File: src/rtl/mil_1553_txd.sv
// MIL-STD-1553 word transmitter: sync, 16 data bits MSB first, odd parity,
// Manchester-II line drive on TXP/TXN at 1 Mbit/s from a 50 MHz clock.
module mil_1553_txd (
  input  logic        clk,
  input  logic        rst,
  input  logic [15:0] dat,
  input  logic        txen,
  output logic        TXP,
  output logic        TXN,
  output logic        SY1,
  output logic        SY2,
  output logic        en_tx,
  output logic        T_dat,
  output logic        T_end,
  output logic        SDAT,
  output logic        FT_cp,
  output logic [4:0]  cb_bit,
  output logic        ce_tact
);

  typedef enum logic {IDLE, XMIT} state_t;

  state_t      state, state_d;
  logic [4:0]  div;
  logic        hb;
  logic [15:0] sr;
  logic        last_half;
  logic        line_bit;

  assign ce_tact   = (div == 5'd24);
  assign last_half = hb && (cb_bit == 5'd19);

  always_ff @(posedge clk) begin
    if (rst) div <= '0;
    else     div <= ce_tact ? 5'd0 : div + 5'd1;
  end

  always_ff @(posedge clk) begin
    if (rst) state <= IDLE;
    else     state <= state_d;
  end

  always_comb begin
    state_d = state;
    if (ce_tact) begin
      unique case (state)
        IDLE: if (txen) state_d = XMIT;
        XMIT: if (last_half && !txen) state_d = IDLE;
        default: state_d = IDLE;
      endcase
    end
  end

  assign en_tx = (state == XMIT);

  always_ff @(posedge clk) begin
    if (rst) begin
      cb_bit <= '0;
      hb     <= 1'b0;
      sr     <= '0;
      FT_cp  <= 1'b0;
    end else if (ce_tact) begin
      if (!en_tx) begin
        cb_bit <= '0;
        hb     <= 1'b0;
      end else begin
        hb <= ~hb;
        if (hb) begin
          // word end: restart or stop, next word always begins at bit 0
          if (cb_bit == 5'd19) begin
            cb_bit <= '0;
            hb     <= 1'b0;
          end else begin
            cb_bit <= cb_bit + 5'd1;
          end
          if (cb_bit == 5'd2) begin
            sr    <= dat;
            FT_cp <= 1'b1;
          end else if (cb_bit >= 5'd3 && cb_bit <= 5'd18) begin
            sr <= {sr[14:0], 1'b0};
            if (sr[15]) FT_cp <= ~FT_cp;
          end
        end
      end
    end
  end

  assign SDAT  = sr[15];
  assign SY1   = en_tx && ((cb_bit == 5'd0) || (cb_bit == 5'd1 && !hb));
  assign SY2   = en_tx && ((cb_bit == 5'd1 && hb) || (cb_bit == 5'd2));
  assign T_dat = en_tx && (cb_bit >= 5'd3) && (cb_bit <= 5'd18);
  assign T_end = en_tx && (cb_bit == 5'd19);

  always_comb begin
    line_bit = 1'b0;
    if (T_dat)      line_bit = SDAT ^ hb;
    else if (T_end) line_bit = FT_cp ^ hb;
  end

  assign TXP = en_tx && (SY1 || line_bit);
  assign TXN = en_tx && !TXP;

endmodule

File: config.mk
export PLATFORM = sky130hd
export DESIGN_NAME = mil_1553_txd
export DESIGN_NICKNAME = d
export VERILOG_FILES = /design/src/rtl/mil_1553_txd.sv
export SDC_FILE = /design/constraint.sdc
export NUM_CORES = 1
export LEC_CHECK = 0
export ABC_AREA = 1
export BUFFER_PORTS_ARGS = -buffer_cell sky130_fd_sc_hd__buf_2
export CAP_MARGIN = 30
export CORE_UTILIZATION = 25
export DETAILED_ROUTE_END_ITERATION = 6
export HOLD_SLACK_MARGIN = 0.03
export PLACE_DENSITY = 0.44
export SLEW_MARGIN = 40
export SYNTH_ARGS = -nofsm -noshare
export SYNTH_HDL_FRONTEND = slang
export SYNTH_SLANG_ARGS = --single-unit
File: constraint.sdc
create_clock -name clk -period 1.6 [get_ports clk]
set_input_delay 0.24 -clock clk [delete_from_list [all_inputs] [get_ports clk]]
set_output_delay 0.24 -clock clk [all_outputs]
set_load 0.02 [all_outputs]
After elaboration in Yosys (flattened, before gate mapping)
Index checks and enable logic that the tools add are counted.

Bits in registers: 29. Latch bits: 0. Memory bits (writable): 0. Bits in read-only memories: 0. Word-level logic and storage cells: 61. Output and inout bits: 15. Input port bits: 19. Memories: 0.

Reduce and logical (&&, ||, !) cells: 25. Eq/ne operators: 5. Multipliers: 0. Add/subtract/negate cells: 2. Magnitude comparators: 2. Mux-type cells: 16. Div/mod/pow operators: 0. Bitwise gates (word level): 5. Shift operators: 0.

Operator list (number): 2-to-1 mux 16 bit (2); 2-to-1 mux 5 bit (3); logical AND 1 bit (12); adder 5 x 1 -> 5 bit (second input constant) (2); == test 5 bit (second input constant) (2); 2-to-1 mux 1 bit (10); == test 5 x 1 -> 1 bit (second input constant) (1); == test 5 x 2 -> 1 bit (second input constant) (1); greater-or-equal comparator 5 x 2 -> 1 bit (second input constant) (1); less-or-equal comparator 5 bit (second input constant) (1); zero test 5 bit (1); AND reduction 5 bit (1); AND reduction 4 bit (1); nonzero test 2 bit (2); zero test 1 bit (3); logical OR 1 bit (3); inverter 1 bit (3); inequality test 2 x 1 -> 1 bit (second input constant) (1); one-hot mux 1 bit (2 select lines) (1); AND reduction 2 bit (1); OR reduction 2 bit (1); XOR 1 bit (2).

Depth between registers and ports, before layout
Gate-level depths: netlist of the first run.

Depth after elaboration: 8. Gate-level depth with buffers: 11. Mapped depth without buffers: 10.

Worst setup path after synthesis of the first run
OpenSTA, ideal clock, no wires.

Kind: register to output. Start: register cb_bit[0]. End: output TXN. Data arrival time: 1.751 ns. Data required time: 1.360 ns. Slack: -0.391 ns. Buffers on the path: 0. Stages on the path, launching flop included: 10. Path through: dfxtp_1 > inv_1 > ha_1 > inv_1 > nand2_1 > nand3_1 > nand2_1 > nand3_1 > nand3_1 > nor2_1.

Word-level cells in the longest chain between the ends: 8. Elaborated cells on any way between the ends: 17. Those cells by class: order compare: 2; eq/ne: 2; mux: 2; reduce/logical: 11.

Ends and longest elaborated chain: start, declared (line 17) `output logic [4:0] cb_bit,`; start signal, assigned (line 74) `cb_bit <= cb_bit + 5'd1;`; greater-or-equal comparator 5 x 2 -> 1 bit (tied with other cells) (line 91) `assign T_dat = en_tx && (cb_bit >= 5'd3) && (cb_bit <= 5'd18);`; logical AND 1 bit, on equally long branches (line 91, 89, 92); logical AND 1 bit (tied with other cells) (line 91); 2-to-1 mux 1 bit / logical AND 1 bit (equally long branches) (line 96, 89); logical OR 1 bit * (line 100) `assign TXP = en_tx && (SY1 || line_bit);`; logical AND 1 bit * (line 100); net TXP (line 8) `output logic TXP,`; zero test 1 bit * (line 101) `assign TXN = en_tx && !TXP;`; logical AND 1 bit * (line 101); end, declared (line 9) `output logic TXN,`.

The timed path passes the listed nets; every way through them passes the cells marked *.

Worst setup path in the final report of the first run
Start: register cb_bit[1]. End: output TXN.

Word-level cells in the longest chain between the ends: 8. Elaborated cells on any way between the ends: 17. Those cells by class: order compare: 2; eq/ne: 2; mux: 2; reduce/logical: 11.

Ends and longest elaborated chain (line): greater-or-equal comparator 5 x 2 -> 1 bit (tied with other cells) (91); logical AND 1 bit, on equally long branches (91, 89, 92); logical AND 1 bit (tied with other cells) (91); 2-to-1 mux 1 bit / logical AND 1 bit (equally long branches) (96, 89); logical OR 1 bit * (100); logical AND 1 bit * (100); zero test 1 bit * (101); logical AND 1 bit * (101).

Every way passes the cells marked *; elsewhere a longest branch is shown, timed or not.

==> Flow_metrics.wiki, run 1 <==
{| class="wikitable"
! Metric !! Value
|-
| Status || finished with violations
|-
| Violated checks || negative setup slack
|-
| Worst hold start || rst
|-
| Final core utilization || 0.415
|-
| Post-layout instance count excluding filler cells || 379
|-
| Hold bufs inserted after CTS || 0
|-
| Slowest library cell on the worst path || sky130_fd_sc_hd__dfxtp_4
|-
| Crit path cell chain || ha_4 -> nand3_2 -> nor2_2 -> nand3_4 -> nand3_4 -> nor2_4 -> buf_6
|-
| Worst reg-to-reg path cell count || 13
|-
| Mux contribution to synthesized area || 0
|-
| Endpoint of the most critical register-to-register path || sr[4]
|-
| Placed inst area || just under 0.002 mm2
|-
| Worst Skew || around 11 ps
|-
| DR pass1 iterations || 4
|-
| Destination of the worst hold path || cb_bit[1]
|-
| Drt total wl || between 4 and 5 mm
|-
| Number of synthesized register bits || 29
|-
| Final-report hold violation count || 0
|-
| Post-route antenna net violation count || 0
|-
| Unrepaired setup endpoints after global routing || true
|-
| Data arrival time of the critical path || about 1600 ps
|-
| Number of standard-cell rows in the floorplan || 28
|-
| CORE AREA || roughly 0.0060 mm2
|-
| Iteration-0 DRC Markers || 43
|-
| Vias after detailed routing || 1700
|-
| Post-detail-place hpwl || 2.84 mm
|-
| Total number of nets in the final design || ~330
|-
| Worst Setup Start Kind || register
|-
| Final Critical Period || about 1800 ps
|-
| Maximum level of the CTS H-tree || 2
|-
| Longest Clk Path Bufs || 2
|-
| Final std cell area, no fill || ~0.0025 mm2
|-
| Final estimated routing congestion in global placement || 0.724
|-
| Peak Freq || 555 MHz
|-
| Post-Syn Instances || approximately 230
|-
| Synthesized-area fraction occupied by adder cells || 0.0474
|-
| Most frequently used flop master after synthesis || sky130_fd_sc_hd__dfxtp_1
|-
| Setup violations, final || 23
|-
| Startpoint of the worst register-to-register path || cb_bit[0]
|-
| Minimum hold slack || around 160 ps
|-
| Async SR Flop Fraction || 0
|-
| Maximum number of pins on one net before global-route repair || 18
|-
| Synth unique cells || 27
|-
| Clk pin slew, worst setup/hold paths || ~70 ps
|-
| VDD IR max || about 0.00043 V
|-
| Xor/xnor cell area share of the yosys netlist || 0.0221
|-
| Number of top-level pins || 34
|-
| # port buffers || 33
|-
| CP peak stage delay || between 400 and 500 ps
|-
| Slew @ Worst Pin || a little over 400 ps
|-
| Die width || roughly 82 um
|-
| Power per cell area || 671 mW/mm2
|-
| Final antenna diode count || 0
|-
| Count of flip-flops with a built-in enable after synthesis || 0
|-
| Area fraction in and, or, nand and nor cells after synthesis || 0.360
|-
| Hold Path Class || input pin to register
|-
| Leakage power of the design || about 1.2 nW
|-
| WHS Path Cells || 2
|-
| Number of global-route vias before repair || 1532
|-
| Final worst path period share || 1.13
|-
| Required @ worst endpoint || 1360 ps
|-
| Global-route wire length before repair || about 7.1 mm
|-
| Fraction of the mapped netlist area in compound gates || 0.114
|-
| CTS tree || done
|-
| Fraction of layout cells with a size suffix above 1 || 0.444
|-
| Largest fanout on the critical path || 5
|-
| Initial core utilization || 0.263
|-
| Grt total ovfl || 0
|-
| Number of antenna violations at the first check in global routing || 0
|-
| Max-slew violations || 0
|-
| Die footprint || between 0.006 and 0.007 mm2
|-
| Library cell appearing most often on the critical path || sky130_fd_sc_hd__nand3_4
|-
| Total DRC errors in the routed layout || 0
|-
| Total nets after synthesis || approximately 260
|-
| Number of buffers added by the clock tree synthesis step || 5
|-
| Worst path buffer plus inverter count || 1
|-
| Worst setup slack after layout || -203 ps
|-
| Register area share after synthesis || 0.367
|-
| Clock tree sinks || 29
|-
| P&R area growth vs syn || 58.1%
|-
| Worst setup EP type || output pin
|-
| Netlist area before placement || 0.00158 mm2
|-
| Library cell occupying the most area in the post-synthesis netlist || sky130_fd_sc_hd__dfxtp_1
|-
| Delay-heaviest family, CP || simple AND/OR/NAND/NOR gates
|-
| Dominant combinational cell family by area after synthesis || simple AND/OR/NAND/NOR gates
|-
| Aggregate global-route resource usage || 0.142
|-
| Commonest cells in the synthesized netlist || sky130_fd_sc_hd__nand2_1, sky130_fd_sc_hd__nor2_1, sky130_fd_sc_hd__dfxtp_1
|-
| Cell total after placement || between 300 and 400
|-
| Critical setup path kind || register to output pin
|-
| Mapped Avg Cell Area || just under 7 um2
|-
| Yosys top cell area share || 0.367
|-
| Die span in y || 81.6 um
|-
| Routed wirelength normalized by instance count || 12.0 um
|-
| Via density per instance || roughly 4.5
|-
| Clock latency on the worst-skew pair || ~280 ps
|-
| Dominant cell by count in the synthesized netlist || sky130_fd_sc_hd__nand2_1
|-
| Max-cap violations || 0
|-
| Leading post-synthesis cells by cell area || sky130_fd_sc_hd__dfxtp_1, sky130_fd_sc_hd__nand2_1, sky130_fd_sc_hd__nor2_1
|-
| Synth warnings || 0
|-
| Clock tree root driver cell || sky130_fd_sc_hd__clkbuf_8
|-
| Register-to-register setup slack || -130 ps
|-
| Worst relative slew slack || 0.729
|}
==> state kept, by name, indices dropped and copies added, names as in the netlist <==
signal	cells
en_tx	1
sr	16
FT_cp	1
cb_bit	5
div	5
hb	1
==> cells by family after synthesis <==
kind of cell / after synthesis
flip-flops: 29
AO/OA/AOI/OAI: 34
adder cells (fa/ha/maj): 6
AND/OR/NAND/NOR: 130
XOR/XNOR: 4
buffers and inverters: 28
==> worst max path at each step <==
stage / cells past startpoint / end / slack [ps] / start
2_1_floorplan: 9 / TXN / -60 / cb_bit[0]
3_3_place_gp: 11 / TXN / 40 / cb_bit[0]
3_5_place_dp: 11 / TXN / 10 / cb_bit[0]
4_1_cts: 10 / TXN / -180 / cb_bit[1]
5_1_grt: 7 / TXN / -270 / cb_bit[1]
6_report: 7 / TXN / -200 / cb_bit[1]
==> cells in the final DEF (no fill, tap or decap), types with 9 or more instances in the layout <==
| cell type | count |
|---|---|
| sky130_fd_sc_hd__buf_2 | 27 |
| sky130_fd_sc_hd__buf_4 | 32 |
| sky130_fd_sc_hd__buf_6 | 9 |
| sky130_fd_sc_hd__dfxtp_1 | 26 |
| sky130_fd_sc_hd__inv_1 | 12 |
| sky130_fd_sc_hd__nand2_1 | 63 |
| sky130_fd_sc_hd__nand3_1 | 10 |
| sky130_fd_sc_hd__nor2_1 | 23 |
| sky130_fd_sc_hd__nor2_2 | 10 |
| sky130_fd_sc_hd__o21ai_1 | 9 |
==> per-layer routing <==
metal  vias up  track usage  part of all wire
li1        889            -                 -
met1       754        0.185              0.47
met2        51        0.224              0.47
met3         6       0.0356             0.052
met4         0       0.0526             0.010
met5         -            0                 0
==> what timing repair did <==
item	CTS	global route
setup endpoints to repair	6	27
setup buffers	15	6
resized for setup	48	36
gates cloned	0	3
pin swaps	15	11
==> through the flow <==
| step | setup slack (ps) | total power [mW] | TNS (ps) |
|---|---|---|---|
| 6_report | -203 | 1.68 | -2520 |
| 4_1_cts | -178 | 1.69 | -1040 |
| 5_1_grt | -270 | 1.74 | -4410 |
| 3_3_place_gp | 38.0 | 0.878 | 0 |
| 3_5_place_dp | 12.1 | 0.878 | 0 |
| 2_1_floorplan | -57.9 | 0.822 | -57.9 |
==> power by group <==
group	switching (mW)	total (mW)	internal, mW
sequential	0.00604	0.734	0.728
combinational	0.0823	0.149	0.0668
clock	0.289	0.796	0.507
==> final cells by class <==
class,instances,area [um2]
Tap cell,75,93.8
Timing Repair inverter,1,11.3
Fill cell,649,3520
Sequential cell,29,589
Clock buffer,7,86.3
Multi-Input combinational cell,176,1080
Clock inverter,1,30.0
Inverter,21,111
Timing Repair Buffer,69,497
No activity file was read; power rests on OpenSTA's default activity.
==> run 2, diff against run 1 <==
--- a/config.mk
+++ b/config.mk
@@ -9,6 +9,7 @@
 export BUFFER_PORTS_ARGS = -buffer_cell sky130_fd_sc_hd__buf_2
 export CAP_MARGIN = 30
 export CORE_UTILIZATION = 25
+export CTS_CLUSTER_SIZE = 28
 export DETAILED_ROUTE_END_ITERATION = 6
 export HOLD_SLACK_MARGIN = 0.03
 export PLACE_DENSITY = 0.44
==> constraint.sdc (replaced) <==
create_clock -name clk -period 1.6 [get_ports clk]
set_input_delay 0.24 -clock clk [delete_from_list [all_inputs] [get_ports clk]]
set_output_delay 0.24 -clock clk [all_outputs]
set_load 0.01 [all_outputs]
==> Flow_metrics.wiki, run 2 (same netlist as run 1, synthesis figures left out) <==
{| class="wikitable"
! Metric !! Value
|-
| Top flop regs || sr: 16 flops, cb_bit: 5 flops, div: 5 flops
|-
| Clock share of power || 0.481 (+0.007)
|-
| Grt total ovfl || 0 (unchanged)
|-
| Final Critical Period || 1750 ps (-49.9 ps)
|-
| Fraction of layout cells with a size suffix above 1 || 0.391 (-0.0528)
|-
| Number of antenna violations at the first check in global routing || 0 (unchanged)
|-
| Critical setup path kind || register to output pin
|-
| Post-detail-place hpwl || 2.79 mm (-1.6%)
|-
| CTS tree || done
|-
| Most frequent cells in the layout || sky130_fd_sc_hd__nand2_1, sky130_fd_sc_hd__nor2_1, sky130_fd_sc_hd__buf_2
|-
| Number of buffers added by the clock tree synthesis step || 5 (unchanged)
|-
| Placed inst area || 0.00191 mm2 (-1.2%)
|-
| Clock latency on the worst-skew pair || 280 ps (about the same)
|-
| Initial core utilization || 0.263 (unchanged)
|-
| Worst Skew || 5.99 ps (-5.19 ps)
|-
| Register with the most flip-flops || sr
|-
| Flip-flop count of the largest register after layout || 16 (unchanged)
|-
| # port buffers || 33 (unchanged)
|-
| Register share of total power || 0.443 (+0.006)
|-
| P_sw || 0.365 mW (-3.1%)
|-
| Internal power || 1.29 mW (-0.83%)
|-
| Post-layout instance count excluding filler cells || 374 (-1.3%)
|-
| Drt total wl || 4.17 mm (-8.1%)
|-
| Delay-heaviest family, CP || simple AND/OR/NAND/NOR gates
|-
| Busiest grt layer || met2
|-
| Post-route antenna net violation count || 0 (unchanged)
|-
| Final-report hold violation count || 0 (unchanged)
|-
| Slowest library cell on the worst path || sky130_fd_sc_hd__dfxtp_4
|-
| Area of the multi-input gates || 998 um2 (-7.9%)
|-
| Power per cell area || 697 mW/mm2 (+3.8%)
|-
| Worst hold start || rst
|-
| Crit path cell chain || ha_4 -> inv_2 -> nand3_2 -> nand2_2 -> nand2_2 -> inv_2 -> nand3_2 -> nand3_2 -> nor2_2 -> buf_2
|-
| Peak Freq || 570 MHz (+2.8%)
|-
| Total number of nets in the final design || 323 (-1.5%)
|-
| Max-cap violations || 0 (unchanged)
|-
| Largest fanout on the critical path || 6 (+1)
|-
| Worst setup EP type || output pin
|-
| Hold bufs inserted after CTS || 0 (unchanged)
|-
| Via density per instance || 4.34 (-3.3%)
|-
| Number of standard-cell rows in the floorplan || 28 (unchanged)
|-
| Iteration-0 DRC Markers || 104 (+140%)
|-
| Maximum number of pins on one net before global-route repair || 20 (+2)
|-
| Final core utilization || 0.395 (-0.0208)
|-
| Final worst path period share || 1.10 (-0.0312)
|-
| Required @ worst endpoint || 1360 ps (about the same)
|-
| Clock tree root driver cell || sky130_fd_sc_hd__clkbuf_8
|-
| Slew @ Worst Pin || 359 ps (-46.4 ps)
|-
| Area of all sequential standard cells || 589 um2 (unchanged)
|-
| Worst Setup Start Kind || register
|-
| Commonest non-fill, non-tap cell in the layout || sky130_fd_sc_hd__nand2_1
|-
| Leakage power of the design || 1.12 nW (-6.8%)
|-
| Global-route wire length before repair || 6.62 mm (-7.1%)
|-
| Routed wirelength normalized by instance count || 11.1 um (-6.9%)
|-
| Longest Clk Path Bufs || 2 (unchanged)
|-
| Worst relative slew slack || 0.759 (+0.0296)
|-
| CORE AREA || 0.00603 mm2 (unchanged)
|-
| Max-slew violations || 0 (unchanged)
|-
| Vias after detailed routing || 1622 (-4.6%)
|-
| Number of global-route vias before repair || 1430 (-6.7%)
|-
| Final std cell area, no fill || 0.00238 mm2 (-5.0%)
|-
| Worst path buffer plus inverter count || 3 (+2)
|-
| Final estimated routing congestion in global placement || 0.749 (+3.4%)
|-
| P&R area growth vs syn || 50.2%
|-
| Hold Path Class || input pin to register
|-
| Library cell appearing most often on the critical path || sky130_fd_sc_hd__nand3_2
|-
| Filler Cell Count || 660 (+1.7%)
|-
| CP peak stage delay || 380 ps (-40 ps)
|-
| Cell total after placement || 347 (-0.29%)
|-
| Routing usage on met1 || 0.178 (-0.00731)
|-
| Clk pin slew, worst setup/hold paths || 70 ps (about the same)
|-
| Logic pwr share || 0.077 (-0.012)
|-
| Status || finished with violations
|-
| Maximum level of the CTS H-tree || 2 (unchanged)
|-
| Met2 Track Usage GR || 0.200 (-0.0242)
|-
| Die footprint || 0.00665 mm2 (unchanged)
|-
| Die width || 81.6 um (unchanged)
|-
| Worst setup slack after layout || -153 ps (+49.9 ps)
|-
| Minimum hold slack || 177 ps (+13.4 ps)
|-
| Setup violations, final || 5 (-78%)
|-
| Clock tree sinks || 29 (unchanged)
|-
| Startpoint of the worst register-to-register path || cb_bit[0]
|-
| Fraction of power spent switching nets || 0.221 (-0.00408)
|-
| Unrepaired setup endpoints after global routing || true
|-
| Violated checks || negative setup slack
|-
| Global Route met3 Usage || 0.0300 (-0.00556)
|-
| Aggregate global-route resource usage || 0.131 (-0.0111)
|-
| Final antenna diode count || 0 (unchanged)
|-
| Data arrival time of the critical path || 1510 ps (-50 ps)
|-
| Critical path origin || cb_bit[1]
|-
| DR pass1 iterations || 4 (unchanged)
|-
| Die span in y || 81.6 um (unchanged)
|-
| Number of top-level pins || 34 (unchanged)
|-
| VDD IR max || 0.000315 V (-27%)
|-
| Total DRC errors in the routed layout || 0 (unchanged)
|}
run 2: cell types whose count changed in the layout (fill, tap and decap cells not counted), sizes merged:
cell    before  now
clkbuf       7    8
nand2       69   67
buf         69   66
clkinv       1    0
run 2: layout make-up:
class / count / share of cell area
clock buffer: 7 / 0.0363
clock inverter: 1 / 0.0126
inverter: 21 / 0.0384
multi-input combinational: 174 / 0.420
sequential: 29 / 0.248
tap: 75 / 0.0395
timing repair buffer: 67 / 0.205
run 2: final timing paths:
path,cells past startpoint,slack [ps],endpoint
setup / recovery,10,-150,TXN
hold / removal,2,180,sr[0]
setup reg to reg,11,50,sr[4]
hold reg to reg,2,470,sr[0]
run 2: metrics by stage:
step | TNS [ps] | power, mW | worst slack, ps
after floorplan | 0 | 0.811 | 55.7
after detailed placement | 0 | 0.864 | 13.0
after CTS | -619 | 1.67 | -150
after global routing | -1180 | 1.72 | -232
after global placement | 0 | 0.865 | 40.6
final | -583 | 1.66 | -153
run 2: routing by layer:
metal,up-vias,part of all wire,routed length (um)
met5,-,0,0
met4,0,0.012,51
met3,5,0.044,182
met2,28,0.44,1850
met1,717,0.50,2090
li1,872,-,-
run 2: power by group through the flow:
stage               Combinational [mW]  Sequential (mW)  Clock [mW]
finish                           0.127            0.733       0.796
global route                     0.145            0.734       0.843
CTS                              0.118            0.733       0.820
detailed placement               0.112            0.752           0
global placement                 0.112            0.752           0
floorplan                       0.0555            0.756           0
run 2: repair_timing:
| action | 4_1_cts | 5_1_grt |
|---|---|---|
| endpoints found under the setup margin | 6 | 24 |
| resized for setup | 23 | 31 |
| gates cloned | 0 | 1 |
| pin swaps | 5 | 13 |
| setup buffers | 8 | 11 |
